**src/rtl/dds_pkg.sv**
```systemverilog
// Shared definitions for the DDS serial loader: word layout and FSM encoding.
package dds_pkg;

    localparam int unsigned DDS_WORD_W = 40;
    localparam int unsigned FTW_W      = 32;
    localparam int unsigned PHASE_W    = 5;

    localparam int unsigned FTW_LSB    = 0;
    localparam int unsigned CTRL_LSB   = 32;
    localparam int unsigned PD_BIT     = 34;
    localparam int unsigned PHASE_LSB  = 35;

    typedef enum logic [2:0] {
        ST_IDLE,
        ST_SETUP,
        ST_CLKHI,
        ST_FQUD,
        ST_FIN
    } dds_state_e;

endpackage

```
**src/rtl/dds_word_pack.sv**
```systemverilog
// Combinational packer: FTW and phase into the 40-bit AD9850 serial word.
module dds_word_pack
    import dds_pkg::*;
(
    input  logic [FTW_W-1:0]      ftw,
    input  logic [PHASE_W-1:0]    phase,
    output logic [DDS_WORD_W-1:0] word
);

    always_comb begin
        word                      = '0;
        word[FTW_LSB +: FTW_W]    = ftw;
        word[CTRL_LSB +: 2]       = 2'b00;
        word[PD_BIT]              = 1'b0;
        word[PHASE_LSB +: PHASE_W] = phase;
    end

endmodule

```
**src/rtl/dds_serial_loader.sv**
```systemverilog
// Loads three AD9850-class DDS chips in parallel over shared W_CLK, then pulses FQ_UD.
module dds_serial_loader
    import dds_pkg::*;
#(
    parameter int unsigned CLK_DIV = 4
) (
    input  logic               clk,
    input  logic               rstn,
    input  logic               start,
    input  logic               i_pwr_down,
    input  logic [FTW_W-1:0]   ftw1,
    input  logic [FTW_W-1:0]   ftw2,
    input  logic [FTW_W-1:0]   ftw3,
    input  logic [PHASE_W-1:0] phase1,
    input  logic [PHASE_W-1:0] phase2,
    input  logic [PHASE_W-1:0] phase3,
    output logic               busy,
    output logic               done,
    output logic               abort,
    output logic               o_wclk,
    output logic               o_fqud,
    output logic               o_data1,
    output logic               o_data2,
    output logic               o_data3
);

    localparam int unsigned     DIV_W    = $clog2(CLK_DIV + 1);
    localparam logic [DIV_W-1:0] DIV_LAST = DIV_W'(CLK_DIV - 1);

    dds_state_e state, state_n;

    logic [DIV_W-1:0]      div_cnt;
    logic [5:0]            bit_cnt;
    logic [DDS_WORD_W-1:0] sreg1, sreg2, sreg3;
    logic [DDS_WORD_W-1:0] word1, word2, word3;

    logic div_end, load, shift, kill;
    logic data1_n, data2_n, data3_n;

    dds_word_pack u_pack1 (.ftw(ftw1), .phase(phase1), .word(word1));
    dds_word_pack u_pack2 (.ftw(ftw2), .phase(phase2), .word(word2));
    dds_word_pack u_pack3 (.ftw(ftw3), .phase(phase3), .word(word3));

    always_comb begin
        state_n = state;
        load    = 1'b0;
        shift   = 1'b0;
        div_end = (div_cnt == DIV_LAST);
        kill    = (state != ST_IDLE) && i_pwr_down;

        unique case (state)
            ST_IDLE: begin
                if (start && !i_pwr_down) begin
                    state_n = ST_SETUP;
                    load    = 1'b1;
                end
            end
            ST_SETUP: begin
                if (div_end) state_n = ST_CLKHI;
            end
            ST_CLKHI: begin
                if (div_end) begin
                    if (bit_cnt == 6'd39) begin
                        state_n = ST_FQUD;
                    end else begin
                        state_n = ST_SETUP;
                        shift   = 1'b1;
                    end
                end
            end
            ST_FQUD: begin
                if (div_end) state_n = ST_FIN;
            end
            ST_FIN: begin
                state_n = ST_IDLE;
            end
            default: state_n = ST_IDLE;
        endcase

        if (kill) begin
            state_n = ST_IDLE;
            load    = 1'b0;
            shift   = 1'b0;
        end
    end

    // Outputs are registered from next-state values so they line up with the state change.
    always_comb begin
        data1_n = 1'b0;
        data2_n = 1'b0;
        data3_n = 1'b0;
        if (state_n == ST_SETUP || state_n == ST_CLKHI) begin
            if (load) begin
                data1_n = word1[0];
                data2_n = word2[0];
                data3_n = word3[0];
            end else if (shift) begin
                data1_n = sreg1[1];
                data2_n = sreg2[1];
                data3_n = sreg3[1];
            end else begin
                data1_n = sreg1[0];
                data2_n = sreg2[0];
                data3_n = sreg3[0];
            end
        end
    end

    always_ff @(posedge clk or negedge rstn) begin
        if (!rstn) begin
            state   <= ST_IDLE;
            div_cnt <= '0;
            bit_cnt <= '0;
            sreg1   <= '0;
            sreg2   <= '0;
            sreg3   <= '0;
        end else begin
            state   <= state_n;
            div_cnt <= (state_n != state || state_n == ST_IDLE) ? '0 : div_cnt + 1'b1;
            if (load) begin
                bit_cnt <= '0;
                sreg1   <= word1;
                sreg2   <= word2;
                sreg3   <= word3;
            end else if (shift) begin
                bit_cnt <= bit_cnt + 6'd1;
                sreg1   <= {1'b0, sreg1[DDS_WORD_W-1:1]};
                sreg2   <= {1'b0, sreg2[DDS_WORD_W-1:1]};
                sreg3   <= {1'b0, sreg3[DDS_WORD_W-1:1]};
            end
        end
    end

    always_ff @(posedge clk or negedge rstn) begin
        if (!rstn) begin
            busy    <= 1'b0;
            done    <= 1'b0;
            abort   <= 1'b0;
            o_wclk  <= 1'b0;
            o_fqud  <= 1'b0;
            o_data1 <= 1'b0;
            o_data2 <= 1'b0;
            o_data3 <= 1'b0;
        end else begin
            busy    <= (state_n == ST_SETUP) || (state_n == ST_CLKHI) || (state_n == ST_FQUD);
            done    <= (state_n == ST_FIN);
            abort   <= kill;
            o_wclk  <= (state_n == ST_CLKHI);
            o_fqud  <= (state_n == ST_FQUD);
            o_data1 <= data1_n;
            o_data2 <= data2_n;
            o_data3 <= data3_n;
        end
    end

endmodule

```
**config.mk**
```make
export PLATFORM = sky130hd
export DESIGN_NAME = dds_serial_loader
export DESIGN_NICKNAME = d
export VERILOG_FILES = /design/src/rtl/dds_pkg.sv /design/src/rtl/dds_word_pack.sv /design/src/rtl/dds_serial_loader.sv
export SDC_FILE = /design/constraint.sdc
export NUM_CORES = 1
export LEC_CHECK = 0
export ABC_AREA = 0
export CAP_MARGIN = 5
export CORE_AREA = 2 2 128 130
export DETAILED_ROUTE_END_ITERATION = 12
export DIE_AREA = 0 0 130 132
export PLACE_DENSITY_LB_ADDON = 0.15
export SLEW_MARGIN = 20
export SYNTH_ARGS = -nofsm -noshare
export SYNTH_HDL_FRONTEND = slang
export SYNTH_SLANG_ARGS = --single-unit
```
**constraint.sdc**
```tcl
create_clock -name clk -period 6.03 [get_ports clk]
set_input_delay 1.5075 -clock clk [delete_from_list [all_inputs] [get_ports clk]]
set_output_delay 1.5075 -clock clk [all_outputs]
set_load 0.05 [all_outputs]
```
Yosys cells after proc, flatten, opt, wreduce, memory -nomap -nowiden
Cells that the tools add are included.

word-level totals
  word-level logic and storage cells = 68
  latch bits = 0
  memories = 0
  ROM bits = 0
  memory bits (writable) = 0
  input bits = 115
  bits in registers = 140

operators by class
  reduce and logical (&&, ||, !) cells = 10
  bitwise logic cells = 0
  divide/modulo/power cells = 0
  multipliers = 0
  $lt $le $gt $ge = 0
  shifts and indexed selects = 0
  muxes and demuxes = 32
  eq/ne operators = 10
  $add $sub $neg = 2

operators by type and width
  operator                                              count
  two-way mux 40 bit                                    6
  two-way mux 3 bit                                     6
  two-way mux 1 bit                                     16
  equality test 3 x 2 -> 1 bit (second input constant)  5
  two-way mux 6 bit                                     2
  case mux 3 bit (4 select lines)                       1
  adder 6 x 1 -> 6 bit (second input constant)          1
  equality test 3 x 1 -> 1 bit (second input constant)  2
  equality test 6 bit (second input constant)           1
  logical NOT 3 bit                                     2
  adder 3 x 1 -> 3 bit (second input constant)          1
  equality test 3 bit (second input constant)           1
  logical OR 1 bit                                      3
  inequality test 3 bit                                 1
  nonzero test 3 bit                                    1
  logical AND 1 bit                                     2
  two-way mux 2 bit                                     1
  nonzero test 2 bit                                    1
  logical NOT 1 bit                                     1

Logic depth before layout (Yosys ltp)
Gate-level depths: netlist of run 1.

  depth after elaboration = 8
  mapped depth = 9
  depth with buffers taken out = 6

Hierarchy
Synthesis of run 1 repeated with hierarchy kept, for this count alone.

second synthesis, totals
  cell total of the unflattened synthesis = 636
  area, all modules = 7099.3 sq um

by module, submodules not included
  module             instances  cells an instance  area an instance (sq um)
  dds_serial_loader  1          513                6187.2
  dds_word_pack      3          41                 304.0

Worst setup path before layout of run 1
Ideal clock, no wire load.

  kind = input-to-reg
  start = in i_pwr_down
  end = reg sreg2[10]
  data required time = 5.912 ns
  path slack = 3.201 ns
  setup time = 0.118 ns
  stages = 7
  arrival time = 2.711 ns
  cell sequence = buf_4 nor4b_4 o211a_1 nor2_2 buf_2 buf_4 a21o_1

between the ends
  longest elaborated chain between the ends = 6

ends and longest elaborated chain
  item                                                      line                      text
  start: declaration                                        dds_serial_loader.sv:10   input logic i_pwr_down,
  logical NOT 1 bit                                         dds_serial_loader.sv:53   if (start && !i_pwr_down) begin
  logical AND 1 bit                                         dds_serial_loader.sv:53
  two-way mux 1 bit                                         dds_serial_loader.sv:53
  two-way mux 1 bit                                         dds_serial_loader.sv:51   unique case (state)
  two-way mux 1 bit                                         dds_serial_loader.sv:80   if (kill) begin
  two-way mux 40 bit or nonzero test 2 bit (tied branches)  n/a
  end signal: assignment                                    dds_serial_loader.sv:123  sreg2 <= word2;
  end signal: assignment                                    dds_serial_loader.sv:128  sreg2 <= {1'b0, sreg2[DDS_WORD_W-1:1]};
  end: declaration                                          dds_serial_loader.sv:34   logic [DDS_WORD_W-1:0] sreg1, sreg2, sreg3;

Several ways; a longest one is shown, not always the timed one.
A chain may end at the register's enable or synchronous reset.

Worst setup path in the final report of run 1
  start = in i_pwr_down
  end = reg sreg1[22]

between the ends
  longest elaborated chain between the ends = 6

ends and longest elaborated chain
  item                                                      line                      text
  logical NOT 1 bit                                         dds_serial_loader.sv:53
  logical AND 1 bit                                         dds_serial_loader.sv:53
  two-way mux 1 bit                                         dds_serial_loader.sv:53
  two-way mux 1 bit                                         dds_serial_loader.sv:51
  two-way mux 1 bit                                         dds_serial_loader.sv:80
  two-way mux 40 bit or nonzero test 2 bit (tied branches)  n/a
  end signal: assignment                                    dds_serial_loader.sv:122  sreg1 <= word1;
  end signal: assignment                                    dds_serial_loader.sv:127  sreg1 <= {1'b0, sreg1[DDS_WORD_W-1:1]};
  end: declaration                                          dds_serial_loader.sv:34

Several ways; a longest one is shown, not always the timed one.

==> summary.md, run 1 <==
| Metric | Value |
|---|---|
| Status | `complete, no violations` |
| Final ANT Viol Nets | `0` |
| Synth Net Count | `643` |
| Total grt overflow | `0` |
| Num rows | `46` |
| List of most frequent post-synthesis cells | `dfrtp_1, a21o_1, a22o_1` |
| GPL Wtd Cong | `0.753` |
| Hold_buf cts | `0` |
| Adder-Cell Fraction of Synth Area | `0.00811` |
| Post_cts resized | `0` |
| DP Worst Slack | `1660 ps` |
| 1st-iter DRT viols | `368` |
| # nets final | `744` |
| Initial antenna violation count | `0` |
| Vias per cell | `5.33` |
| Netlist cell types | `44` |
| Share of layout cells above drive strength 1 | `0.0658` |
| First-pass GRT wire length | `23300 um` |
| Clk pin slew, worst setup/hold paths | `60 ps` |
| Final WS setup | `2080 ps` |
| Post-synth EDFFs | `0` |
| Worst-Margin Slew | `1050 ps` |
| Area delta synth->final | `31.9%` |
| Register Area | `0.00350 mm^2` |
| Largest net degree at the start of global routing | `94` |
| Max-cap violation count | `0` |
| Die H | `132 um` |
| Sequential-to-total area share from yosys stat | `0.568` |
| Die width | `130 um` |
| Slew Viols, Final | `0` |
| Top-area cell type share of the netlist area | `0.568` |
| Worst-Skew Late Latency | `420 ps` |
| Synth Area in Compound Gates | `0.300` |
| Pwr/cell area | `322 mW/mm^2` |
| Drt pass-1 iters | `4` |
| Post-Synth XOR/XNOR Area | `0.00284` |
| CTS tree | `yes` |
| Yosys reg bits | `140` |
| Mapped cell area | `0.00617 mm^2` |
| Mux contribution to synthesized area | `0.00162` |
| Min-delay worst type | `flop to flop` |
| GRT Util Overall | `0.172` |
| Tcrit/Tclk final | `0.655` |
| DP Wirelength | `8730 um` |
| Vias in the first global route | `4643` |
| Syn Area/Cell | `11.8 um^2` |
| Post-CTS setup buffer count | `0` |
| Critical path arrival | `4310 ps` |
| Total power | `2.62 mW` |
| Root Buffer | `clkbuf_16` |
| Setup TNS | `0 ps` |
| Die Area | `0.0172 mm^2` |
| RSZ-0062 raised after global routing | `false` |
| Area occupied by multi-input gates | `0.00242 mm^2` |
| H-tree Lvls | `4` |
| TritonCTS sink count | `140` |
| Post-Route WL | `14100 um` |
| Initial Util | `0.393` |
| Syn Inst Count | `524` |
| Asr flop ratio synth | `1.00` |
| Synth Area in Simple Gates | `0.0766` |
| Fin. Hold Viols | `0` |
| YS warnings | `0` |
| Worst EP required | `6390 ps` |
| I/O pin total | `123` |
| Leak | `4.13 nW` |
| Synth area leaders | `dfrtp_1, a22o_1, a21o_1, nand2_1, nand3_1` |
| Minimum clock period | `3950 ps` |
| CTS buffer count | `17` |
| Slew margin rel. | `0.298` |
| Crit-path max FO | `70` |
| IO Port Bufs | `122` |
| Setup violators final | `0` |
| # DRC | `0` |
| Main flop type after synthesis | `dfrtp_1` |
| Worst Skew | `7.06 ps` |
| Longest Clk Path Bufs | `2` |
| Setup crit end kind | `flop` |
| Vias | `4556` |
| Final instance area | `0.00814 mm^2` |
| Core ar. | `0.0157 mm^2` |
| Crit path kind | `primary input to flop` |
| Worst vdd ir | `0.000219 V` |
| Startpoint types | `primary input` |
| Placed Area | `0.00747 mm^2` |
| Largest family of logic cells by synthesized area | `compound AO/OA/AOI/OAI gates` |
| Yosys top cell by area | `dfrtp_1` |
| Filler instances | `1371` |
| Max Freq | `253 MHz` |
| Most numerous cell in the Yosys netlist | `dfrtp_1` |
| WL/cell | `16.5 um` |
| Util after Layout | `0.518` |
| Ant. Diodes | `0` |
## layout make-up
type	count	share of cell area
flip-flops and latches	140	0.430
multi-input cells	334	0.298
repair buffers	127	0.155
clock buffers	20	0.0549
well taps	216	0.0332
clock inverters	12	0.0267
inverters	5	0.00231
## report_power, final
part / total (mW) / leakage [nW] / switching, mW / internal (mW)
clock network: 1.17 / 0.316 / 0.389 / 0.784
registers: 1.15 / 1.78 / 0.0766 / 1.08
logic: 0.294 / 2.03 / 0.120 / 0.174
total: 2.62 / 4.13 / 0.586 / 2.03
## placed cells by master (no fill, tap or decap), types with 4 or more instances in the layout
| cell type | count |
|---|---|
| dfrtp_1 | 140 |
| clkdlybuf4s50_1 | 121 |
| a22o_1 | 98 |
| a21o_1 | 98 |
| nand2_1 | 41 |
| nand3_1 | 27 |
| clkbuf_16 | 17 |
| a22oi_1 | 12 |
| nor2_1 | 6 |
| bufinv_16 | 6 |
| inv_1 | 5 |
| buf_4 | 5 |
| a21oi_1 | 4 |
| o21ai_0 | 4 |
| ha_1 | 4 |
## sequential cells by signal, summed over array words and instances (netlist names), 3 cells and up
name,count
bit_cnt,6
div_cnt,3
sreg1,40
sreg2,40
sreg3,40
state,3
## worst paths after layout
kind / slack, ps / from / cells after the start / to
max: 2080 / i_pwr_down / 6 / sreg1[22]
min: 450 / div_cnt[0] / 1 / div_cnt[0]
max reg2reg: 3190 / bit_cnt[0] / 6 / sreg2[3]
min reg2reg: 450 / div_cnt[0] / 1 / div_cnt[0]
max in group asynchronous: 3690 / rstn / 2 / sreg3[7]
min in group asynchronous: 1160 / rstn / 1 / sreg1[20]
## logic make-up (layout without fill, tap and decap cells)
logic type                 Yosys count  in the layout
AOI/OAI and AO/OA                  232            232
DFF                                140            140
and+or+nand+nor                     95             95
buffers and inverters               50            164
adders and majority gates            4              4
xor gates and xnor gates             2              2
muxes                                1              1
## layer usage
layer  GRT usage  vias up  wire [um]
met4      0.0556        0        167
met3      0.0670       14        894
met2       0.250      116       6450
li1            -     2165          -
met5           0        -          0
met1       0.235     2261       6610
## through the flow
| step | hold slack, ps | cells |
|---|---|---|
| floorplan | 411 | 524 |
| global placement | 421 | 822 |
| detailed placement | 433 | 822 |
| CTS | 444 | 854 |
| global route | 449 | 854 |
| finish | 445 | 854 |
## critical path, stage by stage
cell             delay, ps
clkdlybuf4s50_1        650
nor4b_4                400
o211a_4                630
buf_4                  710
a22o_1                 260
a21o_1                  80
(Power assumes the default switching activity.)
==> inputs of run 2 (changes only) <==
Clock period 6.03 ns to 3.7 ns, I/O delays scaled along.
==> run 2 against run 1 <==
  * Combinational power increased by 65%
  * Setup slack lost 1300 ps
  * Critical path depth unchanged
  * Non-clock buffer count increased by 4
  * Die area stayed put
  * Register-to-register slack got worse by 2000 ps
  * Count of clock-buffer cells in the layout increased by 1
  * Hold slack improved by 1.1 ps
  * First-iteration DRC count increased by 15%
  * Critical path type unchanged
  * Highest routed layer unchanged
==> summary.md, run 2 (synthesis gave the netlist of run 1 again) <==
| Metric | Value |
|---|---|
| Tcrit/Tclk final | `0.786` |
| Post-CTS setup buffer count | `0 (unchanged)` |
| Setup crit end kind | `flop` |
| Largest net degree at the start of global routing | `119 (+27%)` |
| GRT met1 Usage | `0.240 (+0.00540)` |
| Busiest grt layer | `met2` |
| Most frequent cells in the layout | `dfrtp_1, clkdlybuf4s50_1, a22o_1, a21o_1, nand2_1` |
| Final ANT Viol Nets | `0 (unchanged)` |
| Status | `complete, no violations` |
| # nets final | `748 (+0.54%)` |
| Longest Clk Path Bufs | `2 (unchanged)` |
| Vias in the first global route | `4750 (+2.3%)` |
| Worst Skew | `7.01 ps (-0.0461 ps)` |
| Ant. Diodes | `0 (unchanged)` |
| Pwr/cell area | `518 mW/mm^2 (+61%)` |
| Crit path kind | `primary input to flop` |
| RSZ-0062 raised after global routing | `false` |
| Largest stage delay, worst path | `770 ps (+60 ps)` |
| Crit-path max FO | `61 (-13%)` |
| Vias | `4557 (+0.022%)` |
| Total grt overflow | `0 (unchanged)` |
| Placed Cells | `826 (+0.49%)` |
| Most common cell after layout, fill and taps aside | `dfrtp_1` |
| Max Freq | `344 MHz` |
| TritonCTS sink count | `140 (unchanged)` |
| Die width | `130 um (unchanged)` |
| Filler instances | `1371 (unchanged)` |
| Minimum clock period | `2910 ps` |
| H-tree Lvls | `4 (unchanged)` |
| Min-delay worst type | `flop to flop` |
| Reg2reg setup slack | `1220 ps (-1970 ps)` |
| IO Port Bufs | `122 (unchanged)` |
| Area occupied by multi-input gates | `0.00242 mm^2 (unchanged)` |
| Worst vdd ir | `0.000308 V (+41%)` |
| Max-cap violation count | `0 (unchanged)` |
| Met3 Use GR | `0.0621 (-0.00487)` |
| Worst-Margin Slew | `912 ps (-138 ps)` |
| I/O pin total | `123 (unchanged)` |
| Setup violators final | `0 (unchanged)` |
| WP buf/inv | `2 (unchanged)` |
| Crit-path cells | `clkdlybuf4s50_1 -> nor4b_4 -> o211a_4 -> nor2_4 -> buf_12 -> a21o_1` |
| Die Area | `0.0172 mm^2 (unchanged)` |
| Post_cts resized | `0 (unchanged)` |
| Met2 Use GR | `0.254 (+0.00320)` |
| 1st-iter DRT viols | `425 (+15%)` |
| Slowest cell on crit path | `clkdlybuf4s50_1` |
| Critical path arrival | `3270 ps (-1040 ps)` |
| Critical Path Stages | `6 (unchanged)` |
| Hold_buf cts | `0 (unchanged)` |
| Worst EP required | `4060 ps (-2330 ps)` |
| Leak | `4.15 nW (+0.47%)` |
| Share of layout cells above drive strength 1 | `0.0717 (+0.00582)` |
| GPL Wtd Cong | `0.808 (+7.3%)` |
| Core ar. | `0.0157 mm^2 (unchanged)` |
| WL/cell | `16.5 um (-0.40%)` |
| Vias per cell | `5.31 (-0.44%)` |
| Startpoint types | `primary input` |
| # DRC | `0 (unchanged)` |
| Hold slack | `447 ps (+1.14 ps)` |
| Num rows | `46 (unchanged)` |
| Initial antenna violation count | `0 (unchanged)` |
| GRT Util Overall | `0.175 (+0.00353)` |
| Clk pin slew, worst setup/hold paths | `60 ps (about the same)` |
| CTS tree | `yes` |
| Initial Util | `0.393 (unchanged)` |
| Area delta synth->final | `32.7%` |
| CTS buffer count | `17 (unchanged)` |
| Setup TNS | `0 ps (unchanged)` |
| CP top delay family | `buffers and inverters` |
| Post-Route WL | `14100 um (about the same)` |
| Fin. Hold Viols | `0 (unchanged)` |
| First-pass GRT wire length | `23900 um (+2.5%)` |
| Worst-Skew Late Latency | `430 ps (about the same)` |
| Largest regs | `sreg1 x40, sreg2 x40, sreg3 x40` |
| Final Non-Filler Cells | `858 (+0.47%)` |
| Register Area | `0.00350 mm^2 (unchanged)` |
| Worst hold stages | `1 (unchanged)` |
| Slew Viols, Final | `0 (unchanged)` |
| Register-to-Register Path Depth | `6 (unchanged)` |
| DP Wirelength | `8690 um (-0.48%)` |
| Slew margin rel. | `0.391 (+0.0926)` |
| Drt pass-1 iters | `5 (+1)` |
| Root Buffer | `clkbuf_16` |
| Die H | `132 um (unchanged)` |
run 2: cell count changes in the layout (fill, tap and decap cells not counted):
cell        change
buf_12          +3
buf_4           +1
bufinv_16       -1
clkbuf_8        +1
clkinv_2        -1
clkinvlp_4      +1
run 2: per-layer routing:
| metal | part of all wire | vias to the layer above | wire length (um) |
|---|---|---|---|
| met1 | 0.47 | 2242 | 6680 |
| li1 | - | 2173 | - |
| met4 | 0.016 | 0 | 229 |
| met2 | 0.44 | 122 | 6270 |
| met3 | 0.068 | 20 | 955 |
| met5 | 0 | - | 0 |
run 2: through the flow:
stage	instance area (um^2)	power, mW	util	setup slack, ps
6_report	8190	4.24	0.521	791
5_1_grt	8190	4.43	0.521	634
4_1_cts	8190	4.29	0.521	798
3_5_place_dp	7540	2.40	0.480	356
3_3_place_gp	7540	2.37	0.480	398
2_1_floorplan	6170	2.15	-	1450
run 2: power breakdown:
part / total [mW] / internal (mW) / switching, mW
clock: 1.88 / 1.23 / 0.650
sequential: 1.88 / 1.75 / 0.125
combinational: 0.485 / 0.289 / 0.196
run 2: worst paths after layout:
check                      startpoint          to
max reg2reg                bit_cnt[0]   sreg3[38]
min reg2reg                div_cnt[0]  div_cnt[0]
max                        i_pwr_down   sreg3[38]
min in group asynchronous        rstn   sreg1[20]
max in group asynchronous        rstn    sreg2[0]
min                        div_cnt[0]  div_cnt[0]
run 2: layout make-up:
type / instances / share of cell area
clock buffers: 21 / 0.0562
flip-flops and latches: 140 / 0.428
inverters: 5 / 0.00229
well taps: 216 / 0.0330
multi-input cells: 334 / 0.296
repair buffers: 131 / 0.162
clock inverters: 11 / 0.0232
==> inputs of run 3 (changes only) <==
Clock period 3.7 ns to 2.9 ns, I/O delays scaled along.
==> run 3 against run 2 <==
  * Sequential share of layout area hardly changed
  * Critical endpoint is now sreg1[12]
  * Die area did not move
  * Critical path type unchanged
  * Non-clock buffer count increased by 7
==> summary.md, run 3 (synthesis gave the netlist of run 1 again) <==
| Metric | Value |
|---|---|
| Root Buffer | `clkbuf_16` |
| GPL Wtd Cong | `0.823 (+1.9%)` |
| Slew margin rel. | `0.530 (+0.140)` |
| WL/cell | `16.2 um (-1.9%)` |
| Most frequent cells in the layout | `dfrtp_1, clkdlybuf4s50_1, a22o_1, a21o_1, nand2_1` |
| I/O pin total | `123 (unchanged)` |
| Setup crit end kind | `flop` |
| Critical R2R Capture | `sreg1[12]` |
| H-tree Lvls | `4 (unchanged)` |
| Core ar. | `0.0157 mm^2 (unchanged)` |
| Register-to-Register Path Depth | `6 (unchanged)` |
| CTS buffer count | `17 (unchanged)` |
| Drt pass-1 iters | `4 (-1)` |
| Die width | `130 um (unchanged)` |
| Hold_buf cts | `0 (unchanged)` |
| CTS tree | `yes` |
| Vias | `4595 (+0.83%)` |
| Largest stage delay, worst path | `650 ps (-120 ps)` |
| Crit path kind | `primary input to flop` |
| Worst-Skew Late Latency | `410 ps (-20 ps)` |
| TritonCTS sink count | `140 (unchanged)` |
| Critical path arrival | `2710 ps (-560 ps)` |
| Max-cap violation count | `0 (unchanged)` |
| Post_cts resized | `0 (unchanged)` |
| Worst reg2reg path startpoint | `bit_cnt[0]` |
| Setup TNS | `0 ps (unchanged)` |
| Post-Route WL | `14000 um (-1.1%)` |
| Largest regs | `sreg1 x40, sreg2 x40, sreg3 x40` |
| Leak | `4.18 nW (+0.81%)` |
| RSZ-0062 raised after global routing | `false` |
| CP top delay family | `buffers and inverters` |
| WP buf/inv | `2 (unchanged)` |
| Startpoint types | `primary input` |
| Share of layout cells above drive strength 1 | `0.0801 (+0.00847)` |
| # DRC | `0 (unchanged)` |
| Crit-path max FO | `50 (-18%)` |
| Worst vdd ir | `0.000459 V (+49%)` |
| Slowest cell on crit path | `clkdlybuf4s50_1` |
| Vias in the first global route | `4683 (-1.4%)` |
| Worst EP required | `3250 ps (-810 ps)` |
| Fin. Hold Viols | `0 (unchanged)` |
| Num rows | `46 (unchanged)` |
| # nets final | `755 (+0.94%)` |
| Most common cell after layout, fill and taps aside | `dfrtp_1` |
| Min-delay worst type | `primary input to asynchronous set/reset pin` |
| Longest Clk Path Bufs | `2 (unchanged)` |
| Minimum clock period | `2360 ps` |
| Largest net degree at the start of global routing | `115 (-3.4%)` |
| Worst Skew | `6.97 ps (-0.0423 ps)` |
| Die H | `132 um (unchanged)` |
| Vias per cell | `5.31 (about the same)` |
| DP Wirelength | `9170 um (+5.6%)` |
| Worst-Margin Slew | `701 ps (-210 ps)` |
| First-pass GRT wire length | `23200 um (-2.8%)` |
| Ant. Diodes | `0 (unchanged)` |
| IO Port Bufs | `122 (unchanged)` |
| Tcrit/Tclk final | `0.814` |
| Total grt overflow | `0 (unchanged)` |
| 1st-iter DRT viols | `304 (-28%)` |
| Final ANT Viol Nets | `0 (unchanged)` |
| Max Freq | `424 MHz` |
| Clk pin slew, worst setup/hold paths | `60 ps (about the same)` |
| Area delta synth->final | `32.8% (about the same)` |
| Crit-path cells | `clkdlybuf4s50_1 -> nor4b_4 -> o211a_4 -> nor2_4 -> buf_12 -> a21o_1` |
| Post-CTS setup buffer count | `0 (unchanged)` |
| Total power | `5.18 mW (+22%)` |
| Pwr/cell area | `632 mW/mm^2 (+22%)` |
| Reg2reg setup slack | `650 ps (-570 ps)` |
| Slew Viols, Final | `0 (unchanged)` |
| Die Area | `0.0172 mm^2 (unchanged)` |
| Initial Util | `0.393 (unchanged)` |
| Status | `complete, no violations` |
| Initial antenna violation count | `0 (unchanged)` |
| GRT Util Overall | `0.171 (-0.00441)` |
| Setup violators final | `0 (unchanged)` |
[run 3: final cells by class]
type	instances	area, um^2
timing repair buffer	138	1390
tap	216	270
inverter	5	18.8
fill	1363	7510
clock inverter	7	85.1
clock buffer	25	505
sequential	140	3500
multi-input combinational	334	2420
[run 3: worst max path at each step]
| stage | to | slack, ps | startpoint | cells past startpoint |
|---|---|---|---|---|
| final | sreg1[12] | 540 | i_pwr_down | 6 |
| after global routing | sreg1[28] | 380 | i_pwr_down | 6 |
| after CTS | sreg1[12] | 530 | i_pwr_down | 6 |
| after detailed placement | sreg1[12] | 100 | i_pwr_down | 6 |
| after global placement | sreg1[35] | 150 | i_pwr_down | 6 |
| after floorplan | sreg2[10] | 850 | i_pwr_down | 7 |
[run 3: report_power, final]
| part | total [mW] | leakage, nW | switching [mW] | internal [mW] |
|---|---|---|---|---|
| Sequential | 2.40 | 1.78 | 0.159 | 2.24 |
| Combinational | 0.630 | 2.11 | 0.255 | 0.375 |
| Clock | 2.15 | 0.297 | 0.780 | 1.37 |
| Total | 5.18 | 4.18 | 1.19 | 3.99 |
[run 3: per-stage QoR]
stage	setup slack, ps	cell area [um^2]	hold WS [ps]	utilization	cells
after floorplan	853	6170	411	-	524
after global placement	150	7610	420	0.484	833
after detailed placement	103	7610	440	0.484	833
after CTS	533	8200	280	0.522	865
after global routing	384	8200	295	0.522	865
final	540	8200	261	0.522	865
[run 3: routing by layer]
metal  share of wire  global-route usage  vias up  wire length, um
met3           0.059              0.0532       19              818
met5               0                   0        -                0
met2            0.46               0.249      113             6490
met4           0.014              0.0597        0              191
met1            0.46               0.241     2279             6480
li1                -                   -     2184                -
